===== config.mk =====
export PLATFORM = sky130hd
export DESIGN_NAME = store_write_buffer
export DESIGN_NICKNAME = d
export VERILOG_FILES = /design/src/rtl/mem_store_pkg.sv /design/src/rtl/store_lane_align.sv /design/src/rtl/store_write_buffer.sv
export SDC_FILE = /design/constraint.sdc
export NUM_CORES = 1
export LEC_CHECK = 0
export BUFFER_PORTS_ARGS = -buffer_cell sky130_fd_sc_hd__buf_2
export CORE_ASPECT_RATIO = 0.8
export CORE_MARGIN = 5
export CORE_UTILIZATION = 45
export CTS_CLUSTER_SIZE = 14
export DETAILED_ROUTE_END_ITERATION = 7
export PLACE_DENSITY_LB_ADDON = 0.05
export SYNTH_ARGS = -nofsm -noshare
export SYNTH_HDL_FRONTEND = slang
export SYNTH_SLANG_ARGS = --single-unit

===== constraint.sdc =====
create_clock -name clk -period 14.9 [get_ports clk]
set_input_delay 2.98 -clock clk [delete_from_list [all_inputs] [get_ports clk]]
set_output_delay 2.98 -clock clk [all_outputs]
set_load 0.02 [all_outputs]

===== src/rtl/mem_store_pkg.sv =====
// Shared types for the core-to-memory store write buffer.
package mem_store_pkg;

  localparam int DEF_DEPTH = 4;
  localparam int DEF_AW    = 32;
  localparam int NBYTES    = 4;

  typedef enum logic [1:0] {
    ST_NONE = 2'b00,
    ST_BYTE = 2'b01,
    ST_HALF = 2'b10,
    ST_WORD = 2'b11
  } st_op_e;

  // addr is word aligned; the entry is sized for the widest supported address
  typedef struct packed {
    logic [DEF_AW-1:0]   addr;
    logic [31:0]         wdata;
    logic [NBYTES-1:0]   be;
  } store_entry_t;

endpackage


===== src/rtl/store_lane_align.sv =====
// Converts a right-aligned sb/sh/sw request into byte enables and lane-replicated data.
module store_lane_align
  import mem_store_pkg::*;
(
  input  logic [1:0]        memwrite,
  input  logic [1:0]        a,
  input  logic [31:0]       writedata,
  output logic              ok,
  output logic              misalign,
  output logic [NBYTES-1:0] be,
  output logic [31:0]       wdata
);

  st_op_e op;
  logic   req;
  logic   aligned;

  assign op = st_op_e'(memwrite);
  assign req = (op != ST_NONE);

  always_comb begin
    be      = '0;
    aligned = 1'b1;
    unique case (op)
      ST_BYTE: be = 4'b0001 << a;
      ST_HALF: begin
        aligned = ~a[0];
        be      = a[1] ? 4'b1100 : 4'b0011;
      end
      ST_WORD: begin
        aligned = (a == 2'b00);
        be      = 4'b1111;
      end
      default: ;
    endcase
  end

  assign ok       = req & aligned;
  assign misalign = req & ~aligned;

  // Replicate the source byte/half across lanes so be alone selects the target
  for (genvar i = 0; i < NBYTES; i++) begin : g_lane
    assign wdata[8*i +: 8] = (op == ST_BYTE) ? writedata[7:0] :
                             (op == ST_HALF) ? writedata[8*(i%2) +: 8] :
                                               writedata[8*i +: 8];
  end

endmodule


===== src/rtl/store_write_buffer.sv =====
// Store FIFO between the core's store port and data memory, with full and load-hazard stalls.
module store_write_buffer
  import mem_store_pkg::*;
#(
  parameter int DEPTH = DEF_DEPTH,
  parameter int AW    = DEF_AW
)(
  input  logic                       clk,
  input  logic                       reset,
  input  logic [1:0]                 memwrite,
  input  logic [AW-1:0]              dataadr,
  input  logic [31:0]                writedata,
  input  logic                       memread,
  output logic                       stall,
  output logic                       mem_valid,
  input  logic                       mem_ready,
  output logic [AW-1:0]              mem_addr,
  output logic [31:0]                mem_wdata,
  output logic [3:0]                 mem_be,
  output logic                       misalign,
  output logic [$clog2(DEPTH+1)-1:0] count
);

  localparam int PW = $clog2(DEPTH);
  localparam int CW = $clog2(DEPTH+1);

  store_entry_t      ent [DEPTH];
  logic [DEPTH-1:0]  ent_vld, vld_nxt;
  logic [DEPTH-1:0]  match;
  logic [PW-1:0]     rd_ptr, wr_ptr;
  logic [CW-1:0]     cnt_nxt;
  logic              full_q;

  logic              st_ok, st_bad;
  logic [3:0]        al_be;
  logic [31:0]       al_wdata;
  store_entry_t      new_ent, head;
  logic              enq, deq, hazard;

  store_lane_align u_align (
    .memwrite  (memwrite),
    .a         (dataadr[1:0]),
    .writedata (writedata),
    .ok        (st_ok),
    .misalign  (st_bad),
    .be        (al_be),
    .wdata     (al_wdata)
  );

  always_comb begin
    new_ent       = '0;
    new_ent.addr  = DEF_AW'({dataadr[AW-1:2], 2'b00});
    new_ent.wdata = al_wdata;
    new_ent.be    = al_be;
  end

  assign enq = st_ok & ~full_q;
  assign deq = mem_valid & mem_ready;

  assign head      = ent[rd_ptr];
  assign mem_valid = (count != '0);
  assign mem_addr  = mem_valid ? head.addr[AW-1:0] : '0;
  assign mem_wdata = mem_valid ? head.wdata : '0;
  assign mem_be    = mem_valid ? head.be : '0;

  // Word-granular hazard: any overlap in the same word holds the load
  for (genvar i = 0; i < DEPTH; i++) begin : g_match
    assign match[i] = ent_vld[i] & (ent[i].addr[AW-1:2] == dataadr[AW-1:2]);
  end

  // A simultaneous store wins over the (illegal) concurrent load
  assign hazard = memread & (memwrite == ST_NONE) & (|match);
  assign stall  = (st_ok & full_q) | hazard;

  always_comb begin
    vld_nxt = ent_vld;
    if (deq) vld_nxt[rd_ptr] = 1'b0;
    if (enq) vld_nxt[wr_ptr] = 1'b1;
  end

  always_comb begin
    unique case ({enq, deq})
      2'b10:   cnt_nxt = count + CW'(1);
      2'b01:   cnt_nxt = count - CW'(1);
      default: cnt_nxt = count;
    endcase
  end

  always_ff @(posedge clk or posedge reset) begin
    if (reset) begin
      rd_ptr   <= '0;
      wr_ptr   <= '0;
      count    <= '0;
      full_q   <= 1'b0;
      ent_vld  <= '0;
      misalign <= 1'b0;
      for (int i = 0; i < DEPTH; i++) ent[i] <= '0;
    end else begin
      misalign <= st_bad;
      if (enq) begin
        ent[wr_ptr] <= new_ent;
        wr_ptr      <= wr_ptr + PW'(1);
      end
      if (deq) rd_ptr <= rd_ptr + PW'(1);
      ent_vld <= vld_nxt;
      count   <= cnt_nxt;
      full_q  <= (cnt_nxt == CW'(DEPTH));
    end
  end

endmodule


Yosys cells after proc, flatten, opt, wreduce, memory -nomap -nowiden --
Index checks and enable logic that the tools add are counted.
Storage, ports and cells: register bits 285, bits of input ports 70, logic and storage cells 92
Cells by class: multiplexer cells 24, shift operators 1, equal/unequal tests 10, magnitude comparators 7, reductions and logical operators 8, bitwise logic cells 20, add/subtract/negate cells 4
Operators by type and width (count):
- $bwmux 272 | 1
- $mux 68 | 3
- $bmux 68 s2 | 1
- $demux 68 s2 | 1
- $eq 30x30->1 | 4
- $mux 32 | 2
- $mux 8 | 5
- $mux 4 | 4
- $pmux 4 s3 | 1
- $and 1x1->1 | 11
- $eq 2x2->1 const B | 3
- $ge 3x3->1 const B | 2
- $lt 2x3->1 const B | 2
- $not 2->3 | 2
- $pmux 3 s2 | 1
- $add 2x1->2 const B | 2
- $and 4x4->4 | 1
- $demux 1 s2 | 2
- $eq 2x1->1 const B | 2
- $ge 2x1->1 const B | 2
- $logic_not 2->1 | 2
- $not 4->4 | 1
- $or 4x4->4 | 1
- $reduce_or 4->1 | 1
- 12 further kinds | 17

Logic depth before layout (Yosys ltp) --
Gate-level depths: netlist of the first run.
depth in word-level cells 9, gate-level depth with buffers 12, gate-level depth less buffers 11

Hierarchy --
Synthesis of the first run repeated with hierarchy kept, for this count alone.
Second synthesis, totals: cells, all modules 1040, area total of the unflattened synthesis 14642.8 µm²
By module, submodules not included:
- store_write_buffer | instances 1, cells each 972, area each 14029.7 µm², seq. area each 6931.6 µm²
- store_lane_align | instances 1, cells each 68, area each 613.1 µm², seq. area each 0.0 µm²

Worst setup path after synthesis of the first run --
OpenSTA, ideal clock, no wires.
path type input -> output, start point input port dataadr[24], end point output port stall, slack 7871 ps, buffers on the path 1, stages on the path 7, arrival 4049 ps, cells stage by stage buf_2 > xnor2_1 > nand4_1 > nor4_1 > nand4_1 > nand4_1 > a31o_2
Between the ends: word-level cells in the longest chain between the ends 5, elaborated cells on any way between the ends 11, classes of those cells eq/ne: 4; bitwise: 6; reduce/logical: 1
Ends and longest elaborated chain:
- from (decl) | line store_write_buffer.sv:11 | input logic [AW-1:0] dataadr,
- $eq 30x30->1 | line store_write_buffer.sv:68 | assign match[i] = ent_vld[i] & (ent[i].addr[AW-1:2] == dataadr[AW-1:2]);
- $and 1x1->1 | line store_write_buffer.sv:68
- $reduce_or 4->1 (*) | line store_write_buffer.sv:72 | assign hazard = memread & (memwrite == ST_NONE) & (|match);
- $and 1x1->1 (*) | line store_write_buffer.sv:72
- $or 1x1->1 (*) | line store_write_buffer.sv:73 | assign stall = (st_ok & full_q) | hazard;
- to (decl) | line store_write_buffer.sv:14 | output logic stall,
Mark *: on every way between the ends. The rest lies on a longest branch, timed or not.

Worst setup path after layout of the first run --
Same ends and word-level chain as after synthesis.

==> flow_summary.toml, run 1 <==
[sta]
worst_slack_ps = 7030
slew_headroom_pct = 22.2
rsz0062_at_grt = "false"
slew_viol_final = 0
worst_slew_pin_slew_ps = 1160
fin_crit_sh_pct = 52.8
holdWs_ps = 470
setup_tns_ps = 0
hold_violations = 0
setup_viol = 0
fmax_ghz = 0.127
skew_ps = 7.48
min_period_ps = 7870

[floorplan]
die_area_um2 = 35700
fp.dieW_um = 210
start_util_pct = 45.7
die_h_um = 170
rows = 58
ios = 144
fp.coreArea_um2 = 31500

[cells_and_area]
postLayoutCellArea_um2 = 16100
nets = 1631
utilization_pct = 51.1
final_cells = 1996
layout_common_cells = "nand2_1, dfrtp_1, buf_2"
syn2layout_area_growth_pct = 12.0
mostFrequentLayoutCell = "nand2_1"
drive_above_1_share_pct = 18.2
multi_input_area_um2 = 6740
fill_cells = 2965
seq_area_um2 = 6940

[route]
vias = 10700
dr.pass1.iters = 5
post-route-drc-count = 0
drt-total-wl_um = 42700
wire_per_inst_um = 21.4
drtAntennaViolNets = 0
drt_iter0_drc = 670
via_per_inst = 5.34

[global_route]
grt-ovfl-total = 0
met1_usage_pct = 36.3
grt_pass1_vias = 10800
antenna_found_initial = 1
top_usage_layer = "met2"
grt_util_met3_pct = 6.54
grt_first_pass_wirelength_um = 67600
met2_usage_pct = 36.6
grt_start_max_net_pins = 142
grt_use_total_pct = 24.4

[clock_tree]
htreeDepth = 1
root_buffer = "clkbuf_16"
clk_pin_slew_ps = 60
post_cts_buffers = 0
worstSkewPairLatency_ps = 560
cts.sinks = 277
cts_tree = "done"
cts_hold_buf = 0
cts_resized = 0
cts_buffers = 30
max-clock-path-buffers = 3

[yosys]
synthAdderAreaFrac_pct = 0.922
synth-edff-count = 0
synth-compound-area-share_pct = 4.93
synth.area.mux_share_pct = 12.1
synth_seq_area_share_pct = 48.2
synth_top_family_by_area = "simple AND/OR/NAND/NOR gates"
ys_ff_latch = 277
synth-xor-area-share_pct = 7.61
synth.area.top_cells = "dfrtp_1, nand2_1, mux4_2"
ys.flop_type = "dfrtp_1"
synth-simple-area-share_pct = 21.0
syn_area_um2 = 14400
syn_inst = 1486
async_flop_share_pct = 100
ys_warn_count = 0
ys_types = 39
postSynthAreaPerCell_um2 = 9.68
yosysTopAreaCell = "dfrtp_1"
yosysTopAreaCellShare_pct = 48.2

[worst_setup_path]
slowest_stage = "nor4_1"
cpLargestDelayFamily = "simple AND/OR/NAND/NOR gates"
r2r_cells = 9
cp.buffers_inverters = 2
critPathRequiredTime_ps = 11920
r2r_start = "count[2]$_DFF_PP0_"
critPathKind = "primary input to output pin"
crit_arrival_ps = 4890
crit_top_cell = "nand4_1"
worst_setup_path_end_kind = "output pin"
r2r_setup_slack_ps = 12010
max_stage_delay_ps = 450
timing.rr.end = "full_q$_DFF_PP0_"
path_cells = "buf_2, xnor2_1, nand4_1, nor4_1, nand4_1, nand4_1, a31o_2, buf_2"
worstPathMaxFanout = 8
timing.critical_path.from_type = "primary input"

[power_and_ir_drop]
leakage_nw = 7.86
seq_power_share_pct = 35.6
p_comb_share_pct = 43.5
power_switching_mw = 1.57
total_power_mw = 3.88
pwr-share-clk_pct = 20.9
switching_share_pct = 40.5
irDropWorstVdd_v = 0.000138
p_int_mw = 2.31
power.density_nw_per_um2 = 241

[placement]
pre_cts_ws_ps = 7090
gp_congestion = 0.869
dpl_cell_area_um2 = 15000
dp_cells = 1939
port_buffers = 141
place_hpwl_um = 27300

[worst_hold_path]
min_path_cells = 2
hold_end = "ent[6]$_DFFE_PP0P_"
worstHoldStart = "ent[6]$_DFFE_PP0P_"
min_path_type = "flip-flop to flip-flop"

[run_status]
status = "completed"

[job]
cap_violations = 0
==> cell usage after synthesis (17+ instances only) <==
library cell  count
nand4_1          25
nand2_1         589
dfrtp_1         277
xnor2_1          79
xor2_1           46
mux4_2           66
o21ai_0         112
and2_1           70
clkbuf_1         17
buf_2            64
mux2i_1          19
==> worst max-delay path by stage <==
stage	from	end	slack [ps]	cells after the start
3_5_place_dp	dataadr[24]	stall	7090	8
3_3_place_gp	dataadr[24]	stall	6920	8
5_1_grt	dataadr[24]	stall	6910	8
4_1_cts	dataadr[24]	stall	7070	8
2_1_floorplan	reset	count[0]$_DFF_PP0_	4280	1
6_report	dataadr[24]	stall	7030	8
==> power groups by stage <==
stage | registers [mW] | clock network [mW] | logic [mW]
final | 1.38 | 0.809 | 1.69
after global routing | 1.43 | 0.860 | 1.86
after CTS | 1.38 | 0.826 | 1.71
after detailed placement | 1.39 | 0 | 1.70
after global placement | 1.39 | 0 | 1.68
after floorplan | 1.28 | 0 | 1.28
==> routing by layer <==
| metal | share of wire, % | vias to the layer above |
|---|---|---|
| met5 | 0 | - |
| met4 | 1.7 | 0 |
| met3 | 7.7 | 58 |
| met2 | 44 | 316 |
| met1 | 47 | 5306 |
| li1 | - | 4975 |
==> cell families after synthesis <==
logic type	count (synthesis)
buffers and inverters	129
AND/OR/NAND/NOR	718
multiplexers	91
AO/OA/AOI/OAI	135
adder cells (fa/ha/maj)	10
flip-flops	277
XOR/XNOR	125
other	1
==> area by class of cell <==
type | count | share of cell area, %
flip-flops and latches | 277 | 43.1
multi-input cells | 1081 | 41.8
clock buffers | 45 | 5.70
repair buffers | 150 | 4.80
well taps | 420 | 3.26
clock inverters | 10 | 0.956
inverters | 11 | 0.303
diodes | 2 | 0.0311
==> sequential cells by signal, indices dropped and copies added (netlist names) <==
signal / flops
count: 3
rd_ptr: 2
full_q: 1
wr_ptr: 2
misalign: 1
ent_vld: 4
ent: 264
==> tightest hold or removal path, cell delays in order (launching register included) <==
cell	delay, ps
dfrtp_1	340
nand2_1	50
nand2_1	50
(Power assumes the default switching activity.)
==> run 2: changes to the inputs <==
- clock period: 14.9 -> 7.63 ns (I/O delays scaled with it)
==> flow_summary.toml, run 2 (synthesis results as in run 1) <==
[worst_setup_path]
r2r_setup_slack_ps = 4080
r2r_cells = 10
crit_cells = 8
worstPathMaxFanout = 8
critPathRequiredTime_ps = 6100
crit_arrival_ps = 3510
slowest_stage = "nor4_1"
crit_top_cell = "nand4_1"
startpoint = "dataadr[24]"
r2r_start = "count[0]$_DFF_PP0_"
crit_end = "stall"
timing.critical_path.from_type = "primary input"
critPathKind = "primary input to output pin"
timing.rr.end = "full_q$_DFF_PP0_"
worst_setup_path_end_kind = "output pin"
path_cells = "buf_2, xnor2_1, nand4_1, nor4_1, nand4_1, nand4_1, a31o_2, buf_2"
cp.buffers_inverters = 2
cpLargestDelayFamily = "simple AND/OR/NAND/NOR gates"
max_stage_delay_ps = 490

[sta]
rsz0062_at_grt = "false"
setup_tns_ps = 0
slew_viol_final = 0
hold_violations = 0
fin_crit_sh_pct = 66.0
setup_viol = 0
fmax_ghz = 0.199
skew_ps = 12.0
worst_slew_pin_slew_ps = 954
min_period_ps = 5040
slew_headroom_pct = 36.2
worst_slack_ps = 2590

[clock_tree]
root_buffer = "clkbuf_16"
htreeDepth = 1
max-clock-path-buffers = 3
cts_buffers = 30
worstSkewPairLatency_ps = 560
cts_hold_buf = 0
cts.sinks = 277
post_cts_buffers = 0
clk_pin_slew_ps = 60
cts_resized = 0
cts_tree = "done"

[route]
via_per_inst = 5.28
wire_per_inst_um = 21.0
drt_iter0_drc = 867
dr.pass1.iters = 5
drt-total-wl_um = 41900
post-route-drc-count = 0
vias = 10500
drtAntennaViolNets = 0

[placement]
gp_congestion = 0.854
dpl_cell_area_um2 = 15000
port_buffers = 141
place_hpwl_um = 27000
pre_cts_ws_ps = 2620

[worst_hold_path]
min_path_type = "flip-flop to flip-flop"
min_path_cells = 2

[floorplan]
start_util_pct = 45.7
die_h_um = 170
fp.dieW_um = 210
fp.coreArea_um2 = 31500
ios = 144
die_area_um2 = 35700
rows = 58

[cells_and_area]
regMostFlops = "ent"
mostFrequentLayoutCell = "nand2_1"
drive_above_1_share_pct = 18.5
utilization_pct = 51.4
top_regs = "ent (264), ent_vld (4), count (3)"
postLayoutCellArea_um2 = 16200
nets = 1632
largest_reg_flops = 264
layout_common_cells = "nand2_1, dfrtp_1, buf_2"
syn2layout_area_growth_pct = 12.6

[job]
cap_violations = 0

[power_and_ir_drop]
power.density_nw_per_um2 = 472
irDropWorstVdd_v = 0.000238
total_power_mw = 7.64
leakage_nw = 7.89

[run_status]
status = "completed"

[global_route]
grt_start_max_net_pins = 124
grt_pass1_vias = 10600
grt_first_pass_wirelength_um = 65300
antenna_found_initial = 0
grt_use_total_pct = 23.5
grt-ovfl-total = 0
## run 2: cell types whose count changed in the layout (fill, tap and decap cells not counted)
cell,previous run,this run
clkinvlp_4,0,3
bufinv_16,4,6
clkbuf_1,5,3
clkinv_2,5,3
buf_12,0,1
clkbuf_8,9,10
inv_8,1,0
## run 2: worst register-to-register path, stage by stage (launching register included)
cell and delay [ps]:
dfrtp_1 410, or3_2 580, buf_4 520, and2_1 420, ha_1 260, inv_1 60
fa_1 370, xor2_1 150, nor2_1 120, xor2_1 180, nor3b_1 360
## run 2: layout make-up
type | count | area (um^2)
diodes | 2 | 5.00
clock buffers | 44 | 925
clock inverters | 12 | 219
fillers | 2976 | 15300
inverters | 11 | 45.0
multi-input cells | 1081 | 6740
flip-flops and latches | 277 | 6940
well taps | 420 | 526
repair buffers | 151 | 793
## run 2: report_power, final
group	internal [mW]	leakage [nW]	total [mW]	switching [mW]
Sequential	2.14	3.48	2.71	0.570
Combinational	1.40	3.85	3.27	1.87
Clock	1.04	0.559	1.66	0.618
## run 2: worst min-delay path by stage
stage	from	to	slack, ps
floorplan	ent[72]$_DFFE_PP0P_	ent[72]$_DFFE_PP0P_	440
global placement	ent[72]$_DFFE_PP0P_	ent[72]$_DFFE_PP0P_	450
detailed placement	ent[72]$_DFFE_PP0P_	ent[72]$_DFFE_PP0P_	460
CTS	ent[11]$_DFFE_PP0P_	ent[11]$_DFFE_PP0P_	470
global route	ent[72]$_DFFE_PP0P_	ent[72]$_DFFE_PP0P_	490
finish	ent[72]$_DFFE_PP0P_	ent[72]$_DFFE_PP0P_	470
## run 2: metal layers
metal	up-vias	wire, um	GRT usage (%)
li1	4978	-	-
met1	5243	20300	37.0
met2	282	18000	34.1
met3	43	2960	5.16
met4	0	694	3.94
met5	-	0	0
## run 2: through the flow
stage | std cells | hold slack, ps
after CTS | 1996 | 472
after floorplan | 1487 | 440
final | 1998 | 469
after global routing | 1996 | 490
after global placement | 1940 | 454
after detailed placement | 1940 | 457
